## src/rtl/byte_lsu.sv

```systemverilog
// Byte-serial load/store unit: splits byte/half/word requests into
// big-endian single-byte RAM accesses and reassembles/extends loads.
module byte_lsu #(
    parameter int ADDR_W = 32
) (
    input  logic              clk,
    input  logic              rst_n,
    input  logic              req,
    input  logic              we,
    input  logic [1:0]        size,
    input  logic              uns,
    input  logic [ADDR_W-1:0] addr,
    input  logic [31:0]       wdata,
    output logic              ready,
    output logic              done,
    output logic              err,
    output logic [31:0]       rdata,
    output logic [ADDR_W-1:0] mem_addr,
    output logic [7:0]        mem_wd,
    output logic              mem_we,
    input  logic [7:0]        mem_rd
);

    typedef enum logic [1:0] {IDLE, ACCESS, DONE} state_t;

    state_t            state_q, state_d;
    logic [ADDR_W-1:0] addr_q, addr_d;
    logic              we_q, we_d;
    logic [1:0]        size_q, size_d;
    logic              uns_q, uns_d;
    logic [31:0]       wdata_q, wdata_d;
    logic [1:0]        k_q, k_d;
    logic [31:0]       acc_q, acc_d;
    logic              err_q, err_d;
    logic [31:0]       rdata_q, rdata_d;

    logic        bad;
    logic [1:0]  last;
    logic [1:0]  idx;
    logic [31:0] acc_nx;
    logic [31:0] ext;
    logic [7:0]  wbyte;

    assign bad = (size == 2'b11)
              || (size == 2'b01 && addr[0])
              || (size == 2'b10 && addr[1:0] != 2'b00);

    assign acc_nx = {acc_q[23:0], mem_rd};
    assign idx    = last - k_q;

    always_comb begin
        last = 2'd0;
        unique case (size_q)
            2'b01:   last = 2'd1;
            2'b10:   last = 2'd3;
            default: last = 2'd0;
        endcase
    end

    // Most significant byte of the access goes out first.
    always_comb begin
        wbyte = 8'h00;
        unique case (idx)
            2'd0: wbyte = wdata_q[7:0];
            2'd1: wbyte = wdata_q[15:8];
            2'd2: wbyte = wdata_q[23:16];
            2'd3: wbyte = wdata_q[31:24];
        endcase
    end

    always_comb begin
        ext = acc_nx;
        unique case (size_q)
            2'b00: ext = uns_q ? {24'h0, acc_nx[7:0]}
                               : {{24{acc_nx[7]}}, acc_nx[7:0]};
            2'b01: ext = uns_q ? {16'h0, acc_nx[15:0]}
                               : {{16{acc_nx[15]}}, acc_nx[15:0]};
            default: ext = acc_nx;
        endcase
    end

    always_comb begin
        state_d = state_q;
        addr_d  = addr_q;
        we_d    = we_q;
        size_d  = size_q;
        uns_d   = uns_q;
        wdata_d = wdata_q;
        k_d     = k_q;
        acc_d   = acc_q;
        err_d   = err_q;
        rdata_d = rdata_q;
        unique case (state_q)
            IDLE: begin
                if (req) begin
                    addr_d  = addr;
                    we_d    = we;
                    size_d  = size;
                    uns_d   = uns;
                    wdata_d = wdata;
                    k_d     = 2'd0;
                    acc_d   = 32'h0;
                    err_d   = bad;
                    state_d = bad ? DONE : ACCESS;
                end
            end
            ACCESS: begin
                if (!we_q) acc_d = acc_nx;
                if (k_q == last) begin
                    state_d = DONE;
                    if (!we_q) rdata_d = ext;
                end else begin
                    k_d = k_q + 2'd1;
                end
            end
            DONE:    state_d = IDLE;
            default: state_d = IDLE;
        endcase
    end

    always_ff @(posedge clk or negedge rst_n) begin
        if (!rst_n) begin
            state_q <= IDLE;
            addr_q  <= '0;
            we_q    <= 1'b0;
            size_q  <= 2'b00;
            uns_q   <= 1'b0;
            wdata_q <= 32'h0;
            k_q     <= 2'd0;
            acc_q   <= 32'h0;
            err_q   <= 1'b0;
            rdata_q <= 32'h0;
        end else begin
            state_q <= state_d;
            addr_q  <= addr_d;
            we_q    <= we_d;
            size_q  <= size_d;
            uns_q   <= uns_d;
            wdata_q <= wdata_d;
            k_q     <= k_d;
            acc_q   <= acc_d;
            err_q   <= err_d;
            rdata_q <= rdata_d;
        end
    end

    assign ready    = (state_q == IDLE);
    assign done     = (state_q == DONE);
    assign err      = done & err_q;
    assign rdata    = rdata_q;
    assign mem_we   = (state_q == ACCESS) & we_q;
    assign mem_addr = (state_q == ACCESS) ? addr_q + ADDR_W'(k_q) : '0;
    assign mem_wd   = mem_we ? wbyte : 8'h00;

endmodule

```

## config.mk

```make
export PLATFORM = sky130hd
export DESIGN_NAME = byte_lsu
export DESIGN_NICKNAME = d
export VERILOG_FILES = /design/src/rtl/byte_lsu.sv
export SDC_FILE = /design/constraint.sdc
export NUM_CORES = 1
export LEC_CHECK = 0
export CELL_PAD_IN_SITES_DETAIL_PLACEMENT = 1
export CELL_PAD_IN_SITES_GLOBAL_PLACEMENT = 1
export CORE_MARGIN = 2
export CORE_UTILIZATION = 40
export DETAILED_ROUTE_END_ITERATION = 10
export PLACE_DENSITY = 0.82
export SETUP_SLACK_MARGIN = 0.3
export SLEW_MARGIN = 20
export SYNTH_ARGS = -nofsm -noshare
export SYNTH_HDL_FRONTEND = slang
export SYNTH_SLANG_ARGS = --single-unit
```

## constraint.sdc

```tcl
create_clock -name clk -period 4.9 [get_ports clk]
set_clock_uncertainty 0.05 [all_clocks]
set_input_delay 0.735 -clock clk [delete_from_list [all_inputs] [get_ports clk]]
set_output_delay 0.735 -clock clk [all_outputs]
set_load 0.05 [all_outputs]
```

== Word-level counts from Yosys, hierarchy flattened ==
Index checks and enable logic that the tools add are counted.

* Bits in registers: 129
* Output and inout bits: 76
* Logic and storage cells: 62

* Add/sub/neg operators: 3
* Equal/unequal tests: 15
* Multiplexer cells: 17
* Bitwise gates (word level): 3
* Reduce and logical (&&, ||, !) cells: 14

{| class="wikitable"
|+ Operators with widths
! cell !! count
|-
| 32-bit 2-to-1 mux || 3
|-
| 32-bit one-hot mux with 2 select lines || 1
|-
| 24-bit 2-to-1 mux || 2
|-
| 24-bit one-hot mux with 2 select lines || 1
|-
| 32-bit by 2-bit adder with 32-bit output || 1
|-
| 8-bit one-hot mux with 4 select lines || 1
|-
| 2-bit == test, second input constant || 6
|-
| 2-bit one-hot mux with 2 select lines || 3
|-
| 2-bit 2-to-1 mux || 5
|-
| 3-bit AND reduction || 3
|-
| 2-bit by 1-bit == test with 1-bit output, second input constant || 4
|-
| 8-bit 2-to-1 mux || 1
|-
| 2-bit != test, second input constant || 4
|-
| 2-bit zero test || 3
|-
| 2-bit AND reduction || 2
|-
| 2-bit nonzero test || 2
|-
| 2-bit by 1-bit adder with 2-bit output, second input constant || 1
|-
| 1-bit bitwise AND || 2
|-
| 2-bit == test || 1
|-
| 1-bit logical AND || 2
|-
| 1-bit logical OR || 2
|-
| 2-bit subtractor || 1
|-
| 1-bit inverter || 1
|}

== Depth between registers and ports, before layout ==
Gate-level depths: netlist of run 1.

* Depth in word-level cells: 7
* Mapped depth: 9
* Mapped depth without buffers: 7

== Worst setup path after synthesis of run 1 ==
OpenSTA, ideal clock, no wires.

* Kind: register to output
* Start: register k_q[0]
* End: output mem_addr[16]
* Arrival: 2.836 ns
* Required time: 4.115 ns
* Setup slack: 1.279 ns
* Cell stages (with the launch flop): 8
* Cells stage by stage: dfrtp_1 ha_1 fa_1 nand4_1 or4_4 buf_2 or3_1 a21oi_1

* Word-level cells in the longest chain between the ends: 2

{| class="wikitable"
|+ RTL lines
! item !! RTL line !! RTL
|-
| start, declared || 32 || <nowiki>logic [1:0] k_q, k_d;</nowiki>
|-
| start signal, assigned || 140 || <nowiki>k_q <= k_d;</nowiki>
|-
| 32-bit by 2-bit adder with 32-bit output || 152 || <nowiki>assign mem_addr = (state_q == ACCESS) ? addr_q + ADDR_W'(k_q) : '0;</nowiki>
|-
| 32-bit 2-to-1 mux || 152 ||
|-
| end, declared || 18 || <nowiki>output logic [ADDR_W-1:0] mem_addr,</nowiki>
|}

Every way passes these cells.

== Worst setup path in the final report of run 1 ==
* Start: register k_q[0]
* End: output mem_addr[30]

The elaborated chain is that of the path after synthesis.

==> results of run 1 <==
==> worst paths after layout <==
check / startpoint / endpoint / depth (start not counted)
setup / recovery: k_q[0] / mem_addr[30] / 7
hold / removal: rst_n / rdata[4] / 1
setup reg to reg: size_q[0] / rdata[18] / 7
hold reg to reg: err_q / err_q / 2
max in group asynchronous: rst_n / wdata_q[7] / 2
min in group clk: err_q / err_q / 2
==> per-stage QoR <==
stage | power, W | util | instances | cell area, um2 | hold slack (ns)
6_report | 0.00621 | 0.570 | 975 | 8340 | 0.230
5_1_grt | 0.00658 | 0.570 | 975 | 8340 | 0.255
4_1_cts | 0.00626 | 0.568 | 975 | 8320 | 0.236
3_5_place_dp | 0.00491 | 0.527 | 943 | 7720 | 0.412
3_3_place_gp | 0.00479 | 0.527 | 943 | 7720 | 0.407
2_1_floorplan | 0.00389 | - | 632 | 6030 | 0.388
==> flip-flops by register name, indices dropped and copies added, names as in the netlist <==
name / flops
addr_q: 32
rdata: 32
wdata_q: 32
acc_q: 24
k_q: 2
size_q: 2
state_q: 2
err_q: 1
uns_q: 1
we_q: 1
==> power by group <==
| group | internal, W | leakage [nW] | total [W] | switching (W) |
|---|---|---|---|---|
| registers | 0.00155 | 1.59 | 0.00198 | 0.000429 |
| clock network | 0.000808 | 0.292 | 0.00131 | 0.000500 |
| logic | 0.00105 | 1.84 | 0.00292 | 0.00187 |
| total | 0.00341 | 3.72 | 0.00621 | 0.00280 |
==> cell families (layout without fill, tap and decap cells) <==
logic type / count (synthesis) / count (layout) / share of synthesized area
flip-flops: 129 / 129 / 0.535
multiplexers: 42 / 42 / 0.0749
buffers and inverters: 45 / 204 / 0.0297
XOR/XNOR: 12 / 12 / 0.0187
AO/OA/AOI/OAI: 121 / 121 / 0.124
AND/OR/NAND/NOR: 276 / 276 / 0.202
adder cells (fa/ha/maj): 7 / 7 / 0.0158
==> placed cells by master, fill, tap and decap left out, drive strengths merged, types with 8 or more instances in the layout <==
cell type      count
nand2            176
clkdlybuf4s50    145
dfrtp            129
a21oi             48
nor2              35
o21ai             26
mux2              25
a22o              24
clkbuf            18
mux2i             17
inv               16
nand3             12
or4               12
xnor2             10
o31ai             10
buf                9
o22ai              8
or3                8
==> cell type report <==
class / instances / share of cell area
sequential: 129 / 0.387
multi-input combinational: 458 / 0.316
timing repair buffer: 162 / 0.192
clock buffer: 18 / 0.0514
tap: 184 / 0.0276
clock inverter: 14 / 0.0211
inverter: 10 / 0.00450
==> metal layers <==
metal	wire, um	vias to the layer above	track usage	share of wire
li1	-	2472	-	-
met1	7510	2652	0.284	0.42
met2	9250	139	0.405	0.51
met3	1010	26	0.0700	0.056
met4	289	0	0.0640	0.016
met5	0	-	0	0
==> flow_summary.toml, run 1 <==
[logic_synthesis]
synth_warnings = 0
ys_ff_latch = 129
netlist_top_cells_area = "dfrtp_1 54%, nand2_1 11%, mux2_2 4.7%, a21oi_1 4.0%, a22o_1 3.5%"
synthesis.area_um2 = 6030
ys_seq_area_frac = 0.535
syn_area_per_cell_um2 = 9.54
synth-main-ff-cell = "dfrtp_1"
synthDistinctLibCells = 40
synth-edff-count = 0
synthArstFlopShare = 1.00
syn_inst = 632
yosysMostFrequentCell = "nand2_1"
synth_top_area_frac = 0.535
syn-num-nets = 718
synthTopCellsByCount = "176 x nand2_1, 129 x dfrtp_1, 48 x a21oi_1, 35 x nor2_1, 26 x o21ai_0"
synth_top_area_cell = "dfrtp_1"

[routing]
drcViolationCount = 0
drt-total-wl_um = 18100
drtAntennaViolNets = 0
route.vias.total = 5289
drtIter0Drc = 274
routedWlPerCell_um = 18.5
first_pass_iters = 4
vias_per_cell = 5.42

[sta]
setup_slack_ns = 0.513
fin_tns_setup_ns = 0
setup_viol = 0
worstMarginPinSlew_ns = 1.05
post-route-period-util = 0.895
hold_violations = 0
min_period_ns = 4.39
fmax_mhz = 228
rsz0062_at_grt = "yes"
slew_viol_final = 0
slew_headroom = 0.295

[clock_network]
htreeDepth = 4
cts_tree = "done"
cts.sinks = 129
cts_buffers = 17
path_clk_slew_ns = 0.06
cts_hold_buf = 0
clk_path_buf_depth = 2
clock_latency_ns = 0.42
cts_resized = 4
post_cts_buffers = 0
cts-root-buf = "clkbuf_16"

[finish]
multi_input_area_um2 = 2640
antenna_cells = 0
drive_gt1_frac = 0.0910
regArea_um2 = 3230
fillers = 1616
nets = 864
area_growth_pct = 38.3

[worst_setup_path]
r2r_slack_ns = 1.64
slowest_stage = "or4_4"
cpLargestDelayFamily = "simple AND/OR/NAND/NOR gates"
worst-path-max-fanout = 15
cp.required_ns = 4.12
crit_path_max_incr_delay_ns = 0.70
arrival_ns = 3.60
worst-path-buf-inv = 1
path_cells = "ha_1 -> fa_1 -> nand4_1 -> or4_4 -> or4_1 -> a21oi_1 -> dlygate4sd2_1"
crit_path_end_kind = "output pin"
cp-start-kind = "register"
critical_path_class = "register to output pin"

[placement]
gp_congestion = 0.842
dp_slack_ns = 0.728
dp_hpwl_um = 12700
port-buffer-count = 154

[die]
rows = 44
boundaryPins = 155
dieHeight_um = 127
die_area_um2 = 16100
core_um2 = 14600
die_w_um = 127
start_util = 0.412

[global_routing]
grt_first_pass_wirelength_um = 29700
grt_pass1_vias = 5730
grt_max_degree = 57
grt_overflow = 0
grt.total_usage = 0.233
antenna_found_initial = 0

[flow_run]
maxCapViolCount = 0

[pwr]
ir_drop_v = 0.000331
power_density_nw_per_um2 = 744
p_leak_nw = 3.72

[min_path]
holdCritPathClass = "primary input to asynchronous set/reset pin"

[status]
status = "finished clean"
No activity file was read; power rests on OpenSTA's default activity.
==> run 2, diff against run 1 <==
SKIP_CTS_REPAIR_TIMING = 1   (was default)
==> run 2 against run 1 <==
Clock-buffer cell count unchanged. Final area increased by 0.18%. Critical endpoint unchanged. Sequential power about the same. Highest routed layer unchanged. Worst hold slack improved by 0.00094 ns. Global-route usage about the same. Sequential share of layout area decreased by 0.070 points. Non-clock buffer count unchanged. Power increased by 0.15%. Sequential cell count unchanged. Wire length increased by 0.28%. Utilization increased by 0.10 points. Via count increased by 0.72%.
==> flow_summary.toml, run 2 (synthesis results as in run 1) <==
[status]
status = "finished clean"

[finish]
regArea_um2 = 3230
layout_commonest_cell = "nand2_1"
postLayoutCoreUtil = 0.571
fin_area_um2 = 8360
layout_common_cells = "176 x nand2_1, 145 x clkdlybuf4s50_1, 129 x dfrtp_1, 48 x a21oi_1, 35 x nor2_1"
antenna_cells = 0
fillers = 1609
nets = 864
multi_input_area_um2 = 2640
drive_gt1_frac = 0.0910
area_growth_pct = 38.6

[placement]
dp_hpwl_um = 12700
port-buffer-count = 154
gp_congestion = 0.842
place_area_um2 = 7720

[worst_setup_path]
critical_path_class = "register to output pin"
cp.required_ns = 4.12
cp-start-kind = "register"
crit_path_max_incr_delay_ns = 0.70
worst-path-max-fanout = 15
rr_worst_depth = 7
crit_path_end_kind = "output pin"
worst-path-buf-inv = 1
cp.depth = 7
path_cells = "ha_1 -> fa_1 -> nand4_1 -> or4_4 -> or4_1 -> a21oi_1 -> dlymetal6s2s_1"
arrival_ns = 3.51
cpLargestDelayFamily = "simple AND/OR/NAND/NOR gates"
slowest_stage = "or4_4"

[global_routing]
grt_overflow = 0
grt_pass1_vias = 5732
grt.total_usage = 0.233
antenna_found_initial = 0
grt_first_pass_wirelength_um = 29700
grt_max_degree = 57

[pwr]
p_leak_nw = 3.77
power_density_nw_per_um2 = 744
ir_drop_v = 0.000332

[die]
core_um2 = 14600
rows = 44
die_w_um = 127
dieHeight_um = 127
start_util = 0.412
die_area_um2 = 16100
boundaryPins = 155

[sta]
fmax_mhz = 233
setup_viol = 0
slew_headroom = 0.296
rsz0062_at_grt = "no"
post-route-period-util = 0.876
hold_violations = 0
min_period_ns = 4.29
slew_viol_final = 0
worstMarginPinSlew_ns = 1.05
fin_tns_setup_ns = 0

[clock_network]
cts-root-buf = "clkbuf_16"
path_clk_slew_ns = 0.06
cts_tree = "done"
clk_path_buf_depth = 2
htreeDepth = 4
clock_latency_ns = 0.42
cts.sinks = 129
cts_buffers = 17

[routing]
route.vias.total = 5327
routedWlPerCell_um = 18.6
drtAntennaViolNets = 0
drtIter0Drc = 277
first_pass_iters = 5
drcViolationCount = 0
vias_per_cell = 5.46
drt-total-wl_um = 18100

[flow_run]
maxCapViolCount = 0

[min_path]
holdCritPathClass = "primary input to asynchronous set/reset pin"
run 2: cell types whose count changed in the layout (fill, tap and decap cells not counted):
cell            before  now
dlygate4sd2_1        4    0
dlymetal6s2s_1       4    8
run 2: area by class of cell:
class / count / area share
multi-input cells: 458 / 0.315
clock inverters: 14 / 0.0211
inverters: 10 / 0.00449
flip-flops and latches: 129 / 0.386
repair buffers: 162 / 0.194
well taps: 184 / 0.0275
clock buffers: 18 / 0.0514
run 2: worst register-to-register path: cells and delay by family, from the launching register on:
kind                     cells  cell delay [ns]
adder cells (fa/ha/maj)      2             0.69
AND/OR/NAND/NOR              2             1.68
buffers and inverters        2             0.12
flip-flops                   1             0.36
AO/OA/AOI/OAI                1             0.18
run 2: worst paths after layout:
kind,from,to,slack (ns)
min in group clk,err_q,err_q,0.42
setup / recovery,k_q[0],mem_addr[30],0.61
hold reg to reg,err_q,err_q,0.42
setup reg to reg,size_q[0],rdata[18],1.64
max in group asynchronous,rst_n,wdata_q[7],3.52
hold / removal,rst_n,rdata[4],0.23
run 2: through the flow:
step | setup slack, ns | std cells | hold slack [ns] | total power [W]
after floorplan | 1.28 | 632 | 0.388 | 0.00389
after global placement | 0.891 | 943 | 0.407 | 0.00479
after detailed placement | 0.728 | 943 | 0.412 | 0.00491
after CTS | 0.185 | 975 | 0.236 | 0.00627
after global routing | 0.408 | 975 | 0.255 | 0.00658
final | 0.608 | 975 | 0.231 | 0.00622
run 2: where the power goes:
| part | switching [W] | total, W | internal [W] | leakage [nW] |
|---|---|---|---|---|
| sequential | 0.000430 | 0.00198 | 0.00155 | 1.59 |
| clock | 0.000500 | 0.00131 | 0.000808 | 0.292 |
| combinational | 0.00187 | 0.00293 | 0.00106 | 1.89 |
| total | 0.00280 | 0.00622 | 0.00342 | 3.77 |
run 2: metal layers:
metal | wire (um) | global-route usage | up-vias
li1 | - | - | 2471
met1 | 7560 | 0.284 | 2695
met2 | 9340 | 0.405 | 135
met3 | 933 | 0.0700 | 26
met4 | 280 | 0.0640 | 0
met5 | 0 | 0 | -
==> run 3, diff against run 2 <==
CTS_CLUSTER_SIZE = 14   (was default)
==> results of run 3 <==
Final layout, timing and power as in run 2 (identical DEF).
